[src/rtl/rs_issue_sel.sv]
// rs_issue_sel: age-matrix oldest-ready pick, one-hot grant, stallable rs2 issue register.
// Macros: RS_ISSUE_PERF_EN adds saturating issue/stall counters; ASSERT enables the alloc/grant check.
package rs_issue_pkg;
   typedef struct packed {
      logic [5:0]  robid;
      logic [3:0]  uop;
      logic [15:0] imm;
   } t_uinstr_iss;
endpackage

module rs_issue_sel
   import rs_issue_pkg::*;
#(
   parameter int unsigned NUM_ENTRIES = 8
) (
   input  logic                   clk,
   input  logic                   reset_n,
   input  logic [NUM_ENTRIES-1:0] e_alloc_rs0,
   input  logic [NUM_ENTRIES-1:0] e_valid,
   input  logic [NUM_ENTRIES-1:0] e_req_issue_rs1,
   input  t_uinstr_iss            e_issue_pkt_rs1 [NUM_ENTRIES],
   output logic [NUM_ENTRIES-1:0] e_gnt_issue_rs1,
   output logic                   iss_valid_rs2,
   output t_uinstr_iss            iss_pkt_rs2,
   input  logic                   ex_stall_rs2
`ifdef RS_ISSUE_PERF_EN
   ,
   output logic [31:0]            perf_issue_cnt,
   output logic [31:0]            perf_stall_cnt
`endif
);

   logic [NUM_ENTRIES-1:0] r_older   [NUM_ENTRIES];
   logic [NUM_ENTRIES-1:0] w_new_row [NUM_ENTRIES];
   logic [NUM_ENTRIES-1:0] w_cand;
   logic [NUM_ENTRIES-1:0] w_sel_raw;
   logic [NUM_ENTRIES-1:0] w_sel;
   logic [NUM_ENTRIES-1:0] w_gnt;
   logic                   w_can_accept;
   t_uinstr_iss            w_pkt_mux;
   logic                   r_valid;
   t_uinstr_iss            r_pkt;

   // A newly allocated row marks every surviving valid entry plus lower-index same-cycle allocs as older.
   always_comb begin
      for (int unsigned i = 0; i < NUM_ENTRIES; i++) begin
         w_new_row[i] = e_valid & ~w_gnt;
         for (int unsigned j = 0; j < i; j++) begin
            w_new_row[i][j] = w_new_row[i][j] | e_alloc_rs0[j];
         end
         w_new_row[i][i] = 1'b0;
      end
   end

   always_ff @(posedge clk or negedge reset_n) begin
      if (!reset_n) begin
         for (int unsigned i = 0; i < NUM_ENTRIES; i++) begin
            r_older[i] <= '0;
         end
      end else begin
         for (int unsigned i = 0; i < NUM_ENTRIES; i++) begin
            if (e_alloc_rs0[i]) begin
               r_older[i] <= w_new_row[i];
            end else begin
               r_older[i] <= r_older[i] & ~e_alloc_rs0;
            end
         end
      end
   end

   always_comb begin
      w_cand    = e_req_issue_rs1 & e_valid;
      w_sel_raw = '0;
      for (int unsigned i = 0; i < NUM_ENTRIES; i++) begin
         w_sel_raw[i] = w_cand[i] & ~|(r_older[i] & w_cand);
      end
   end

   // Lowest-set-bit isolation keeps the grant one-hot even if the matrix were ever inconsistent.
   assign w_sel        = w_sel_raw & (~w_sel_raw + NUM_ENTRIES'(1));
   assign w_can_accept = ~r_valid | ~ex_stall_rs2;
   assign w_gnt        = w_sel & {NUM_ENTRIES{w_can_accept & reset_n}};

   always_comb begin
      w_pkt_mux = '0;
      for (int unsigned i = 0; i < NUM_ENTRIES; i++) begin
         if (w_gnt[i]) begin
            w_pkt_mux = t_uinstr_iss'(w_pkt_mux | e_issue_pkt_rs1[i]);
         end
      end
   end

   always_ff @(posedge clk or negedge reset_n) begin
      if (!reset_n) begin
         r_valid <= 1'b0;
         r_pkt   <= '0;
      end else if (w_can_accept) begin
         r_valid <= |w_gnt;
         r_pkt   <= w_pkt_mux;
      end
   end

   assign e_gnt_issue_rs1 = w_gnt;
   assign iss_valid_rs2   = r_valid;
   assign iss_pkt_rs2     = r_pkt;

`ifdef RS_ISSUE_PERF_EN
   logic [31:0] r_issue_cnt;
   logic [31:0] r_stall_cnt;

   always_ff @(posedge clk or negedge reset_n) begin
      if (!reset_n) begin
         r_issue_cnt <= '0;
         r_stall_cnt <= '0;
      end else begin
         if (|w_gnt && (r_issue_cnt != '1)) begin
            r_issue_cnt <= r_issue_cnt + 32'd1;
         end
         if (r_valid && ex_stall_rs2 && (r_stall_cnt != '1)) begin
            r_stall_cnt <= r_stall_cnt + 32'd1;
         end
      end
   end

   assign perf_issue_cnt = r_issue_cnt;
   assign perf_stall_cnt = r_stall_cnt;
`endif

`ifdef ASSERT
   a_no_alloc_on_gnt: assert property (@(posedge clk) disable iff (!reset_n)
      (e_alloc_rs0 & w_gnt) == '0);
`endif

endmodule
[config.mk]
export PLATFORM = sky130hd
export DESIGN_NAME = rs_issue_sel
export DESIGN_NICKNAME = d
export VERILOG_FILES = /design/src/rtl/rs_issue_sel.sv
export SDC_FILE = /design/constraint.sdc
export NUM_CORES = 1
export LEC_CHECK = 0
export BUFFER_PORTS_ARGS = -buffer_cell sky130_fd_sc_hd__clkbuf_2
export CAP_MARGIN = 0
export CELL_PAD_IN_SITES_DETAIL_PLACEMENT = 1
export CELL_PAD_IN_SITES_GLOBAL_PLACEMENT = 2
export CORE_ASPECT_RATIO = 0.8
export CORE_UTILIZATION = 28
export CTS_CLUSTER_DIAMETER = 40
export DETAILED_ROUTE_END_ITERATION = 7
export GPL_TIMING_DRIVEN = 0
export PLACE_DENSITY_LB_ADDON = 0.15
export SYNTH_ARGS = -nofsm -noshare
export SYNTH_HDL_FRONTEND = slang
export SYNTH_SLANG_ARGS = --single-unit
[constraint.sdc]
create_clock -name clk -period 6.6 [get_ports clk]
set_clock_uncertainty 0.1 [all_clocks]
set_input_delay 0 -clock clk [delete_from_list [all_inputs] [get_ports clk]]
set_output_delay 0 -clock clk [all_outputs]
set_load 0.03 [all_outputs]
==> qor.yml <==
mostFrequentLayoutCells: "clkbuf_2 (253), dfrtp_1 (91), dlygate4sd3_1 (73)"
drc: 0
hold_path_class: "in -> reg"
rsz0062_at_grt: "false"
avgRoutedWirePerCell_um: 22.7
cts_setup_buffers: 0
crit_buf_inv: 3
powerDensity_nw_per_um2: 218
grt_pass1_vias: 6991
critPathCaptureType: "flip-flop"
crit_family: "buffers and inverters"
initial_utilization_pct: 28.8
reg2reg_slack_ns: 2.61
worstSkewPairLatency_ns: 0.35
cp_data_required_time_ns: 6.79
area_growth_pct: 47.7
drive_gt1_share_pct: 32.6
synth-main-ff-cell: "dfrtp_1"
place.gp.congestion: 0.952
yosysTopAreaCell: "dfrtp_1"
cts_max_level: 3
dpl.hpwl_mm: 21.2
period_needed_ns: 3.99
path_cells: "a311oi_1 -> nand3_1 -> nor3_2 -> clkbuf_1 -> a22oi_1 -> o21ai_0 -> dlygate4sd3_1 -> o32a_1 -> dlygate4sd3_1"
ys_types: 55
synth_cells: 617
synth_edf_count: 0
cts_tree: "built"
holdWs_ns: 0.0119
core-area_um2: 19100
regArea_um2: 2280
syn-num-nets: 852
vias: 6682
vdd.ir_drop.worst_mv: 0.120
post-route-util_pct: 42.6
postSynthAreaPerCell_um2: 8.95
cp_slowest_cell: "nor3_2"
fin_crit_sh_pct: 60.4
drt_iter0_drc: 415
leakagePower_nw: 3.87
cts.clk_slew.worst_paths_ns: 0.07
critPathMostFrequentCell: "dlygate4sd3_1"
arrival_ns: 4.18
ios: 270
synth_top_area_share_pct: 41.2
final_common_cell: "clkbuf_2"
cts.sinks: 91
vias_per_cell: 5.49
antenna_cells: 0
p_total_mw: 1.78
rows: 45
finalSetupTns_ns: 0
clk_path_buf_depth: 2
timing.final.max_slew_violations: 0
slew_headroom_pct: 34.6
multi_input_area_um2: 2910
crit_path_start_kind: "flip-flop"
wl_mm: 27.7
antenna_found_initial: 0
ys_warn_count: 0
status: "finished clean"
crit_type: "reg -> reg"
die_area_um2: 20300
port_buffers: 253
grt_overflow: 0
grt_pass1_wl_mm: 41.7
netlist_area_um2: 5520
async_reset_ff_share_pct: 100
final_nets: 1190
setup_viol: 0
die_w_um: 159
die_h_um: 128
dr.pass1.iters: 4
hold_viol_final: 0
fillers: 2367
ant_nets: 0
numCtsBuffers: 9
clock.fmax_mhz: 251
ys_seq_area_share_pct: 41.2
critPathMaxStageDelay_ns: 0.67
drv_cap: 0
grt_max_degree: 51
synthTopCellsByArea: "dfrtp_1 (41%), nand3_1 (4.8%), a221o_1 (4.5%)"
grt.total_usage_pct: 27.3
worstMarginPinSlew_ns: 0.978
crit_fanout: 10
root_buffer: "clkbuf_16"
synth-seq-cells: 91
-- sequential cells by signal, summed over array words and instances (netlist names) --
| name | flops |
|---|---|
| iss_pkt_rs2 | 26 |
| iss_valid_rs2 | 1 |
| r_older | 64 |
-- worst paths after layout --
kind,startpoint,end,depth (start not counted)
worst max-delay path,r_older[31],iss_pkt_rs2[12],9
worst min register to register,r_older[7],r_older[7],1
max in group asynchronous,reset_n,r_older[50],3
worst min-delay path,e_alloc_rs0[6],r_older[14],2
worst max register to register,r_older[31],iss_pkt_rs2[12],9
min in group asynchronous,reset_n,r_older[8],2
-- metal layers --
| metal | global-route usage [%] | wire length, µm | up-vias |
|---|---|---|---|
| li1 | - | - | 3049 |
| met1 | 36.7 | 12500 | 3329 |
| met2 | 44.5 | 12900 | 265 |
| met3 | 5.29 | 1660 | 39 |
| met4 | 8.31 | 606 | 0 |
| met5 | 0 | 0 | - |
-- where the power goes --
part           switching [mW]  internal [mW]
combinational           0.337          0.269
sequential             0.0413          0.623
clock                   0.232          0.275
-- metrics by stage --
stage / worst slack (ns) / cells / area, µm²
after global placement: 2.63 / 1128 / 7110
after floorplan: 4.45 / 617 / 5520
final: 2.61 / 1218 / 8150
after detailed placement: 3.64 / 1129 / 7140
after global routing: 2.44 / 1218 / 8150
after CTS: 2.72 / 1218 / 8150
-- Yosys cell counts (all sizes together) (22+ instances only) --
library cell and count:
a221o 25, dfrtp 91, buf 28, a22oi 24, clkbuf 33, o32a 25, nand3 53, a221oi 28
nand2 57, a21o 22, nor2 43, o21ai 40, nor3 29
-- area by class of cell --
type                            count  area share [%]
Buffer                             61            3.65
Clock buffer                       12            3.15
Clock inverter                      4           0.307
Inverter                           10           0.460
Multi-Input combinational cell    455            35.7
Sequential cell                    91            27.9
Tap cell                          258            3.96
Timing Repair Buffer              327            24.9
-- logic make-up (layout without fill, tap and decap cells) --
family	Yosys count	after routing	share of synthesized area [%]
and+or+nand+nor	241	241	22.7
DFF	91	91	41.2
AOI/OAI and AO/OA	214	214	30.0
buffers and inverters	71	414	6.07
-- repair_timing --
action                                 in CTS  in global routing
gates resized for setup                     0                  0
endpoints found under the hold margin      83                  0
hold buffers                               73                  0
-- worst register-to-register path: stages (launching register included) --
cell	delay, ns
dfrtp_1	0.38
a311oi_1	0.49
nand3_1	0.22
nor3_2	0.67
clkbuf_1	0.49
a22oi_1	0.15
o21ai_0	0.19
dlygate4sd3_1	0.58
o32a_1	0.13
dlygate4sd3_1	0.54
Note: power is estimated with default switching activity, not from simulation.
